==> config.mk <==
export PLATFORM = sky130hd
export DESIGN_NAME = ext_pipe
export DESIGN_NICKNAME = d
export VERILOG_FILES = /design/src/rtl/ext_pkg.sv /design/src/rtl/ext_core.sv /design/src/rtl/ext_pipe.sv
export SDC_FILE = /design/constraint.sdc
export NUM_CORES = 1
export LEC_CHECK = 0
export ABC_AREA = 1
export BUFFER_PORTS_ARGS = -buffer_cell sky130_fd_sc_hd__clkbuf_2
export CAP_MARGIN = 10
export CORE_MARGIN = 2
export CORE_UTILIZATION = 40
export DETAILED_ROUTE_END_ITERATION = 7
export PLACE_DENSITY = 0.57
export SETUP_SLACK_MARGIN = 0.1
export SYNTH_ARGS = -nofsm -noshare
export SYNTH_HDL_FRONTEND = slang
export SYNTH_SLANG_ARGS = --single-unit
==> constraint.sdc <==
create_clock -name clk -period 2.95 [get_ports clk]
set_clock_uncertainty 0.15 [all_clocks]
set_input_delay 0.295 -clock clk [delete_from_list [all_inputs] [get_ports clk]]
set_output_delay 0.295 -clock clk [all_outputs]
set_load 0.03 [all_outputs]
==> src/rtl/ext_pkg.sv <==
// Shared extension-mode encodings for the immediate/operand extension stage.
package ext_pkg;

  localparam logic [2:0] EXT_SIGN  = 3'b000;
  localparam logic [2:0] EXT_ZERO  = 3'b001;
  localparam logic [2:0] EXT_UPPER = 3'b010;
  localparam logic [2:0] EXT_BR    = 3'b011;
  localparam logic [2:0] EXT_SB    = 3'b100;
  localparam logic [2:0] EXT_ZB    = 3'b101;
  localparam logic [2:0] EXT_SH    = 3'b110;
  localparam logic [2:0] EXT_ZH    = 3'b111;

endpackage

==> src/rtl/ext_core.sv <==
// Purely combinational IN_W -> OUT_W extension mux selected by a 3-bit mode.
module ext_core
  import ext_pkg::*;
#(
  parameter int IN_W  = 16,
  parameter int OUT_W = 32,
  parameter int BR_SH = 2
) (
  input  logic [IN_W-1:0]  i_imm,
  input  logic [2:0]       i_eop,
  output logic [OUT_W-1:0] o_data
);

  logic [OUT_W-1:0] w_sext;
  logic [OUT_W-1:0] w_zext;

  assign w_sext = {{(OUT_W-IN_W){i_imm[IN_W-1]}}, i_imm};
  assign w_zext = {{(OUT_W-IN_W){1'b0}}, i_imm};

  always_comb begin
    o_data = w_sext;
    case (i_eop)
      EXT_SIGN:  o_data = w_sext;
      EXT_ZERO:  o_data = w_zext;
      EXT_UPPER: o_data = {i_imm, {(OUT_W-IN_W){1'b0}}};
      // Bits shifted past the MSB are intentionally discarded.
      EXT_BR:    o_data = w_sext << BR_SH;
      EXT_SB:    o_data = {{(OUT_W-8){i_imm[7]}}, i_imm[7:0]};
      EXT_ZB:    o_data = {{(OUT_W-8){1'b0}}, i_imm[7:0]};
      EXT_SH:    o_data = {{(OUT_W-16){i_imm[15]}}, i_imm[15:0]};
      EXT_ZH:    o_data = {{(OUT_W-16){1'b0}}, i_imm[15:0]};
      default:   o_data = w_sext;
    endcase
  end

endmodule

==> src/rtl/ext_pipe.sv <==
// Handshaked extension stage: result registered into a 2-entry FIFO, visible the cycle after push.
// in_ready depends only on occupancy, so a one-cycle downstream stall is absorbed without loss.
module ext_pipe
  import ext_pkg::*;
#(
  parameter int IN_W  = 16,
  parameter int OUT_W = 32,
  parameter int BR_SH = 2,
  parameter int TAG_W = 5
) (
  input  logic             clk,
  input  logic             reset,
  input  logic             flush,
  input  logic             in_valid,
  output logic             in_ready,
  input  logic [IN_W-1:0]  in_imm,
  input  logic [2:0]       in_eop,
  input  logic [TAG_W-1:0] in_tag,
  output logic             out_valid,
  input  logic             out_ready,
  output logic [OUT_W-1:0] out_data,
  output logic [TAG_W-1:0] out_tag
);

  logic [OUT_W-1:0] r_data [2];
  logic [TAG_W-1:0] r_tag  [2];
  logic [1:0]       r_cnt;
  logic             r_head;
  logic             r_tail;

  logic [OUT_W-1:0] w_ext;
  logic             w_push;
  logic             w_pop;

  ext_core #(
    .IN_W  (IN_W),
    .OUT_W (OUT_W),
    .BR_SH (BR_SH)
  ) u_core (
    .i_imm  (in_imm),
    .i_eop  (in_eop),
    .o_data (w_ext)
  );

  assign in_ready  = (r_cnt != 2'd2);
  assign out_valid = (r_cnt != 2'd0);
  assign w_push    = in_valid & in_ready;
  assign w_pop     = out_valid & out_ready;
  assign out_data  = out_valid ? r_data[r_head] : '0;
  assign out_tag   = out_valid ? r_tag[r_head]  : '0;

  // Flush clears exactly like reset; a same-cycle push is dropped and a same-cycle pop is moot.
  always_ff @(posedge clk) begin
    if (reset || flush) begin
      r_cnt     <= 2'd0;
      r_head    <= 1'b0;
      r_tail    <= 1'b0;
      r_data[0] <= '0;
      r_data[1] <= '0;
      r_tag[0]  <= '0;
      r_tag[1]  <= '0;
    end else begin
      if (w_push) begin
        r_data[r_tail] <= w_ext;
        r_tag[r_tail]  <= in_tag;
        r_tail         <= ~r_tail;
      end
      if (w_pop) begin
        r_head <= ~r_head;
      end
      case ({w_push, w_pop})
        2'b10:   r_cnt <= r_cnt + 2'd1;
        2'b01:   r_cnt <= r_cnt - 2'd1;
        default: r_cnt <= r_cnt;
      endcase
    end
  end

endmodule

; ---- Word level (Yosys, flattened, before mapping)
; Memories as Yosys holds them, arrays and structs flattened. A register that Yosys moved wholly into a read port is not among the register bits.
; Index checks and enable logic that the tools add are counted.
[totals]
word_cells = 48
reg_bits = 4
out_inout_bits = 39
mem_bits_ro = 0
latch_bits = 0
ram_bits = 74
mem_count = 2
[classes]
n_lt_le_gt_ge = 0
n_eq_ne = 10
n_shift = 0
multipliers = 0
n_bitwise = 4
reduce_logical = 8
muxes = 19
div_mod_pow = 0
add_sub_neg = 2
[memory_table]
columns = memory, depth, width, read_ports, rd_ports_with_merged_regs, wr, line
row1 = r_data, 2, 32, 1, 1, 2, ext_pipe.sv:25  ; logic [OUT_W-1:0] r_data [2];
row2 = r_tag, 2, 5, 1, 1, 2, ext_pipe.sv:26  ; logic [TAG_W-1:0] r_tag [2];
[op_table]
columns = cell, n
row1 = case mux 32 bit (6 select lines), 1
row2 = two-way mux 32 bit, 2
row3 = OR reduction 32 bit, 1
row4 = two-way mux 1 bit, 13
row5 = "equality test 3 bit, second input constant", 4
row6 = two-way mux 5 bit, 2
row7 = "equality test 3 x 2 -> 1 bit, second input constant", 2
row8 = OR reduction 5 bit, 1
row9 = case mux 2 bit (2 select lines), 1
row10 = nonzero test 2 bit, 2
row11 = OR reduction 2 bit, 2
row12 = "equality test 3 x 1 -> 1 bit, second input constant", 1
row13 = logical NOT 3 bit, 1
row14 = "adder 2 x 1 -> 2 bit, second input constant", 1
row15 = bitwise AND 1 bit, 2
row16 = "equality test 2 x 1 -> 1 bit, second input constant", 1
row17 = "equality test 2 bit, second input constant", 1
row18 = "!= test 2 bit, second input constant", 1
row19 = inverter 1 bit, 2
row20 = "subtractor 2 x 1 -> 2 bit, second input constant", 1
row21 = logical OR 1 bit, 1

; ---- Depth between registers and ports, before layout
; Gate-level depths: netlist of run 1.
[depth]
ltp_word = 7
ltp_mapped = 9
mapped_depth_nobuf = 9

; ---- Hierarchy
; Synthesis of run 1 repeated with hierarchy kept, for this count alone.
[unflattened]
cells_unflattened = 457
hier_area_um2 = 4140.2
[modules_own_cells]
columns = mod, cells_each, n_inst, area_per_inst_um2
row1 = ext_pipe, 355, 1, 3547.2
row2 = ext_core, 102, 1, 593.1

; ---- Least setup slack after synthesis of run 1
; No wires, ideal clock.
[synth_timing]
kind = register -> register
startpoint = register r_cnt[0]
endpoint = memory r_data[0][0], enable pin
setup_ns = 0.395
period_less_slack_ns = 2.516
path_slack_ns = 0.434
required_time_ns = 2.405
t_arrival_ns = 1.971
path_stages_with_launch = 8
cell_sequence = dfxtp_1 inv_2 nand2_2 nand2_2 nor3_4 inv_2 buf_6 nand2_1
[synth_lines]
columns = element, line
row1 = start: declaration, ext_pipe.sv:27  ; logic [1:0] r_cnt;
row2 = start signal: assignment, ext_pipe.sv:72  ; 2'b10: r_cnt <= r_cnt + 2'd1;
row3 = start signal: assignment, ext_pipe.sv:73  ; 2'b01: r_cnt <= r_cnt - 2'd1;
row4 = start signal: assignment, ext_pipe.sv:74  ; default: r_cnt <= r_cnt;
row5 = end: declaration, ext_pipe.sv:25

==> results of run 1 <==
critical path: stages, from the launching register on:
cell	delay, ps
dfxtp_1	320
inv_2	490
nand2_1	120
a21oi_1	240
clkbuf_2	250
worst min-delay path by stage:
stage / startpoint / to / slack (ps)
2_1_floorplan: r_head / flop / 280
3_3_place_gp: r_head / r_head / 290
3_5_place_dp: r_head / flop / 290
4_1_cts: reset / r_cnt[0] / 100
5_1_grt: in_tag[2] / r_tag[1][2] / 110
6_report: reset / r_cnt[0] / 110
power breakdown:
group	switching, mW	total [mW]	leakage [nW]	internal, mW
sequential	0.0168	1.30	0.868	1.28
clock	0.398	0.783	0.0914	0.384
combinational	0.217	0.302	1.37	0.0857
per-layer routing:
layer	track usage [%]	share of wire [%]	vias up
met4	4.667	0.69	0
met2	26.39	44	98
li1	-	-	1668
met1	26.58	50	1511
met5	0	0	-
met3	3.618	5.2	4
sequential cells by signal, indices dropped and copies added, names as in the netlist, named ones only:
signal	count
r_head	1
r_tail	1
r_tag	10
r_data	64
r_cnt	2
cells by family (layout without fill, tap and decap cells):
family                     Yosys count  count (layout)
buffers and inverters               99             166
AOI/OAI and AO/OA                   54              54
and+or+nand+nor                    245             245
DFF                                 79              79
adders and majority gates            1               1
per-stage QoR:
| stage | power, mW | instances | area, um2 | setup WS [ps] |
|---|---|---|---|---|
| finish | 2.386 | 678 | 4722 | 730.6 |
| global route | 2.489 | 678 | 4722 | 567.1 |
| CTS | 2.401 | 678 | 4722 | 677.5 |
| detailed placement | 1.632 | 662 | 4528 | 744.5 |
| global placement | 1.626 | 662 | 4528 | 805.1 |
| floorplan | 1.525 | 478 | 4065 | 433.9 |
cell usage in the layout, fill, tap and decap left out, types with 2 or more instances in the layout:
cell type and count:
o22ai_1 6, inv_2 5, clkbuf_1 2, edfxtp_1 74
inv_1 70, nand2_2 3, dfxtp_1 5, nand4_1 15
buf_4 6, clkbuf_2 67, o21ai_0 5, nor2_1 46
buf_12 2, nand3_1 25, nor3_1 4, clkinvlp_4 2
nor2_2 3, clkbuf_8 10, a21oi_1 42, nand2_1 145
layout make-up:
cell class / instances / area, um2
fillers: 996 / 5097
flip-flops and latches: 79 / 2322
multi-input cells: 300 / 1338
repair buffers: 75 / 420.4
inverters: 75 / 281.5
clock buffers: 13 / 170.2
well taps: 133 / 166.4
clock inverters: 3 / 23.77
synth_stat cells (2+ instances only):
| library cell | instances | area share (%) |
|---|---|---|
| nor3_1 | 4 | 0.49 |
| inv_1 | 70 | 6.5 |
| nand2_2 | 3 | 0.46 |
| o21ai_0 | 5 | 0.62 |
| nor2_1 | 47 | 4.3 |
| buf_6 | 3 | 0.83 |
| nand3_1 | 25 | 3.1 |
| o22ai_1 | 6 | 0.92 |
| nand4_1 | 15 | 2.3 |
| clkbuf_1 | 4 | 0.37 |
| buf_1 | 6 | 0.55 |
| a21oi_1 | 42 | 5.2 |
| edfxtp_1 | 74 | 55 |
| nor2_2 | 2 | 0.31 |
| nand2_1 | 145 | 13 |
| buf_2 | 11 | 1.4 |
| dfxtp_1 | 5 | 2.5 |
| inv_2 | 5 | 0.46 |
==> results.toml, run 1 <==
[synth]
synth_mux_area_share_pct = 0
synthCells = 478
syn_area_um2 = 4065
ys_seq_area_share_pct = 57.13
synth_top_flop_cell = "edfxtp_1"
ys_warn_count = 0
synth_top_family_by_area = "simple AND/OR/NAND/NOR gates"
ys_ff_latch = 79
yosys.area_share.simple_pct = 25.61
synth_compound_area_share_pct = 6.925
synth_nets = 508
synthAdderAreaFrac_pct = 0.3078
synth.distinct_cells = 24
synthArstFlopShare_pct = 0
synth_xor_area_share_pct = 0
synth_edf_count = 74
synth.avg_cell_area_um2 = 8.504

[worst_setup_path]
cp-end-kind = "output port"
critPathKind = "reg -> out"
r2r_setup_slack_ps = 820
arrival_ps = 1770
worstSetupEndpoint = "out_data[31]"
reg2reg_depth = 7
critPathMaxFanout = 37
startpoint_type = "flop"
r2r_start = "r_cnt[0]"
reg2reg_to = "r_data[1][31]"
required_ps = 2510

[clock_tree]
htreeDepth = 3
cts_tree = "done"
path_clk_slew_ps = 90
cts_hold_buffers = 0
cts-root-buf = "clkbuf_8"
cts_max_path_buffers = 2
cts_buffers = 9
clk_latency_ps = 350
post-cts-setup-buffers = 0
cts.sinks = 79
cts_resized = 0

[global_route]
grt_pass1_wl_mm = 15.30
grt_max_degree = 38
grt_pass1_vias = 3002
grt_overflow = 0
antenna_found_initial = 0
track_usage_pct = 17.81

[sta]
setup_violations = 0
slew_violations = 0
maxSlewHeadroom_pct = 53.22
fin_hold_ws_ps = 112.5
fin_crit_ps = 2219
setup_tns_ps = 0
tightest_slew_ps = 701.0
finalCritPeriodShare_pct = 75.24
fmax_mhz = 450.6
rsz0062_at_grt = "no"
finalHoldViolations = 0

[final_layout]
drive_gt1_share_pct = 19.27
layout.nets = 570
finish.utilization_pct = 48.09
syn_to_final_growth_pct = 16.16
antenna_cells = 0

[detailed_routing]
wirelength_mm = 9.475
via_per_inst = 4.839
via_count = 3281
drc = 0
detail-route-antenna-nets = 0
wl_per_cell_um = 13.97
dr.pass1.iters = 4
drtIter0Drc = 218

[die]
coreArea_um2 = 9819
die_area_um2 = 10990
die_y_um = 104.8
io_pins = 68
start_util_pct = 41.40
row_count = 36
die_x_um = 104.8

[placed_design]
gp_congestion = 0.8607
portBuffers = 67
hpwl_mm = 6.378

[worst_hold_path]
hold_class = "in -> reg"
min_path_cells = 4

[status]
status = "finished clean"

[power_and_ir_drop]
powerDensity_nw_per_um2 = 505.4
ir_drop_mv = 0.2880
p_leak_nw = 2.330

[run]
cap_violations = 0
Note: power is estimated with default switching activity, not from simulation.
==> run 2: changes to the inputs <==
Clock period 2.95 ns to 2.1 ns, I/O delays scaled along.
==> results.toml, run 2 (synthesized netlist as in run 1, its figures left out) <==
[status]
status = "finished clean"

[sta]
tightest_slew_ps = 540.2
setup_tns_ps = 0
rsz0062_at_grt = "no"
fmax_mhz = 535.4
fin_crit_ps = 1868
finalCritPeriodShare_pct = 88.95
fin_hold_ws_ps = 20.85
slew_violations = 0
setup_violations = 0
finalHoldViolations = 0
maxSlewHeadroom_pct = 63.95

[detailed_routing]
via_per_inst = 4.816
detail-route-antenna-nets = 0
drc = 0
wl_per_cell_um = 14.12
via_count = 3289
dr.pass1.iters = 4
drtIter0Drc = 139
wirelength_mm = 9.641

[worst_setup_path]
arrival_ps = 1510
critPathMaxFanout = 13
path_cells = "inv_4 -> buf_6 -> nand2_1 -> a21oi_1 -> clkbuf_4"
r2r_start = "r_cnt[0]"
r2r_setup_slack_ps = 290
crit_path_top_delay_cell = "dfxtp_2"
crit_path_max_incr_delay_ps = 360
reg2reg_to = "r_data[0][17]"
startpoint_type = "flop"
critPathKind = "reg -> out"
reg2reg_depth = 6
required_ps = 1740
cp-end-kind = "output port"

[power_and_ir_drop]
power_mw = 3.387
powerDensity_nw_per_um2 = 706.0
p_leak_nw = 2.367
ir_drop_mv = 0.3173

[final_layout]
largest_reg_flops = 64
layout.nets = 575
final_cell_mix = "nand2_1, edfxtp_1, inv_1, clkbuf_2, nor2_1"
fin_area_um2 = 4797
syn_to_final_growth_pct = 18.01
multiInputGateArea_um2 = 1353
drive_gt1_share_pct = 20.55
fillers = 985
layout_commonest_cell = "nand2_1"
reg_top3 = "r_data x64, r_tag x10, r_cnt x2"
area.sequential_um2 = 2323
largest_register = "r_data"
antenna_cells = 0

[clock_tree]
cts.sinks = 79
path_clk_slew_ps = 80
htreeDepth = 3
cts_max_path_buffers = 2
cts_tree = "done"
cts_buffers = 9
cts-root-buf = "clkbuf_8"
clk_latency_ps = 340

[placed_design]
portBuffers = 67
postPlaceCellArea_um2 = 4581
gp_congestion = 0.8620
hpwl_mm = 6.745

[global_route]
grt_pass1_wl_mm = 15.72
grt_overflow = 0
antenna_found_initial = 0
track_usage_pct = 18.16
grt_pass1_vias = 3168
grt_max_degree = 38

[die]
io_pins = 68
start_util_pct = 41.40
die_area_um2 = 10990
coreArea_um2 = 9819
die_y_um = 104.8
die_x_um = 104.8
row_count = 36

[worst_hold_path]
hold_class = "in -> reg"
min_path_cells = 4
worstHoldEndpoint = "r_cnt[1]"
worstHoldStart = "reset"

[run]
cap_violations = 0
[run 2: metrics by stage]
step / worst slack (ps) / util [%] / instances
3_5_place_dp: 295.0 / 46.65 / 667
4_1_cts: 100.5 / 48.70 / 683
3_3_place_gp: 366.6 / 46.65 / 667
2_1_floorplan: 153.5 / - / 478
5_1_grt: 108.0 / 48.85 / 683
6_report: 232.2 / 48.85 / 683
[run 2: worst max path at each step]
stage	startpoint	to	slack [ps]	cells after the start
3_5_place_dp	r_cnt[0]	r_data[0][19]	290	6
2_1_floorplan	r_cnt[0]	r_data[0][0]	150	7
6_report	flop	out_data[8]	230	5
3_3_place_gp	r_cnt[0]	r_data[0][15]	370	6
4_1_cts	flop	out_data[1]	100	5
5_1_grt	flop	out_data[29]	110	5
[run 2: area by class of cell]
| cell class | count | share of cell area, % |
|---|---|---|
| Clock buffer | 9 | 2.582 |
| Inverter | 75 | 5.921 |
| Tap cell | 133 | 3.469 |
| Sequential cell | 79 | 48.44 |
| Clock inverter | 7 | 1.487 |
| Timing Repair Buffer | 80 | 9.911 |
| Multi-Input combinational cell | 300 | 28.20 |
[run 2: report_power, final]
part	switching, mW	internal, mW	total [mW]	leakage [nW]
clock	0.578	0.550	1.13	0.0949
combinational	0.302	0.125	0.427	1.40
sequential	0.0267	1.81	1.83	0.868
[run 2: worst max-delay path: cells and delay by family, from the launching register on]
| kind | cells | cell delay, ps |
|---|---|---|
| compound gates | 1 | 180 |
| flops | 1 | 360 |
| buf+inv | 3 | 560 |
| simple gates | 1 | 60 |
[run 2: what timing repair did]
action	4_1_cts	5_1_grt
resized for setup	2	8
setup endpoints to repair	4	15
hold endpoints to repair	0	0
setup buffers	0	0
hold buffers	0	0
gates cloned	0	0
[run 2: metal layers]
layer / track usage, % / up-vias / part of all wire, %
li1: - / 1676 / -
met1: 25.48 / 1534 / 48
met2: 29.04 / 72 / 47
met3: 3.057 / 7 / 4.1
met4: 5.143 / 0 / 0.88
met5: 0 / - / 0
==> run 3: changes to the inputs <==
Settings changed: CORE_MARGIN 2 to 4.
==> results.toml, run 3 (synthesized netlist as in run 1, its figures left out) <==
[detailed_routing]
dr.pass1.iters = 4
wirelength_mm = 9.898
detail-route-antenna-nets = 0
drtIter0Drc = 236
wl_per_cell_um = 14.47
via_count = 3354
drc = 0
via_per_inst = 4.904

[clock_tree]
cts-root-buf = "clkbuf_8"
post-cts-setup-buffers = 0
cts_max_path_buffers = 2
cts_hold_buffers = 0
htreeDepth = 3
clk_latency_ps = 350
path_clk_slew_ps = 90
cts_tree = "done"
cts_resized = 1
cts_buffers = 9
cts.sinks = 79

[worst_setup_path]
r2r_setup_slack_ps = 370
startpoint_type = "flop"
cp-end-kind = "output port"
required_ps = 1740
crit_path_max_incr_delay_ps = 400
path_cells = "buf_8 -> nand2_1 -> a21oi_1 -> clkbuf_2"
crit_path_top_delay_cell = "dfxtp_2"
critPathKind = "reg -> out"
worstSetupEndpoint = "out_data[1]"
critPathMaxFanout = 24
reg2reg_depth = 7
arrival_ps = 1500
r2r_start = "r_cnt[0]"
reg2reg_to = "r_data[0][17]"

[placed_design]
dp_cells = 668
gp_congestion = 0.8954
portBuffers = 67
postPlaceCellArea_um2 = 4588
hpwl_mm = 6.890

[final_layout]
final_cell_mix = "nand2_1, edfxtp_1, inv_1, clkbuf_2, nor2_1"
fillers = 1005
syn_to_final_growth_pct = 18.25
fin_area_um2 = 4807
layout.nets = 576
reg_top3 = "r_data x64, r_tag x10, r_cnt x2"
largest_register = "r_data"
antenna_cells = 0
drive_gt1_share_pct = 20.69
largest_reg_flops = 64
stdcell_count = 684
layout_commonest_cell = "nand2_1"

[sta]
maxSlewHeadroom_pct = 63.99
tightest_slew_ps = 539.5
fin_crit_ps = 1863
setup_tns_ps = 0
slew_violations = 0
fin_hold_ws_ps = 27.48
fmax_mhz = 536.6
finalHoldViolations = 0
setup_violations = 0
rsz0062_at_grt = "no"
finalCritPeriodShare_pct = 88.74

[global_route]
antenna_found_initial = 0
grt_use_met2_pct = 28.60
use_met3_pct = 3.612
grt_max_degree = 38
grt_overflow = 0
grtUsageMet1_pct = 24.13
top_usage_layer = "met2"
grt_pass1_vias = 3251
grt_pass1_wl_mm = 16.01
track_usage_pct = 17.58

[die]
die_y_um = 108.8
die_area_um2 = 11840
die_x_um = 108.8
io_pins = 68
row_count = 36
coreArea_um2 = 9819
start_util_pct = 41.40

[power_and_ir_drop]
ir_drop_mv = 0.3390
powerDensity_nw_per_um2 = 705.0
p_leak_nw = 2.375

[status]
status = "finished clean"

[run]
cap_violations = 0

[worst_hold_path]
hold_class = "in -> reg"
## run 3: cell types whose count changed in the layout (fill, tap and decap cells not counted)
| cell | delta |
|---|---|
| buf_4 | +1 |
| clkbuf_2 | +2 |
| buf_2 | -2 |
| inv_6 | +1 |
| inv_4 | -1 |
## run 3: worst max-delay path, delay by kind of cell, from the launching register on
kind                   cells  cell delay (ps)
AO/OA/AOI/OAI              1              210
buffers and inverters      2              470
flip-flops                 1              400
AND/OR/NAND/NOR            1               70
## run 3: per-stage QoR
stage	total power, mW	setup WS [ps]	util, %
final	3.389	236.5	48.96
after CTS	3.418	76.72	48.74
after global routing	3.532	116.8	48.96
after global placement	2.290	402.6	46.73
after detailed placement	2.299	354.2	46.73
after floorplan	2.144	153.5	-
## run 3: worst min path at each step
| stage | slack, ps | startpoint | cells past startpoint | end |
|---|---|---|---|---|
| 2_1_floorplan | 250 | reset | 3 | r_cnt[0] |
| 6_report | 30 | in_tag[2] | 3 | r_tag[0][2] |
| 3_5_place_dp | 320 | r_head | 1 | flop |
| 4_1_cts | 20 | in_tag[1] | 3 | r_tag[0][1] |
| 5_1_grt | 10 | in_tag[1] | 3 | r_tag[0][1] |
| 3_3_place_gp | 290 | r_head | 1 | r_head |
## run 3: final cells by class
class	instances	area, um2	share of cell area (%)
clock buffer	9	123.9	2.577
clock inverter	7	71.32	1.484
inverter	75	286.5	5.960
multi-input combinational	300	1353	28.14
sequential	79	2323	48.33
tap	133	166.4	3.462
timing repair buffer	81	483.0	10.05
## run 3: routing by layer
metal / wire (um) / up-vias
li1: - / 1679
met4: 123 / 0
met5: 0 / -
met3: 534 / 13
met2: 4602 / 99
met1: 4637 / 1563
## run 3: report_power, final
part           total [mW]  internal, mW  switching (mW)
Clock                1.13         0.550           0.578
Sequential           1.83          1.80          0.0248
Combinational       0.432         0.128           0.305
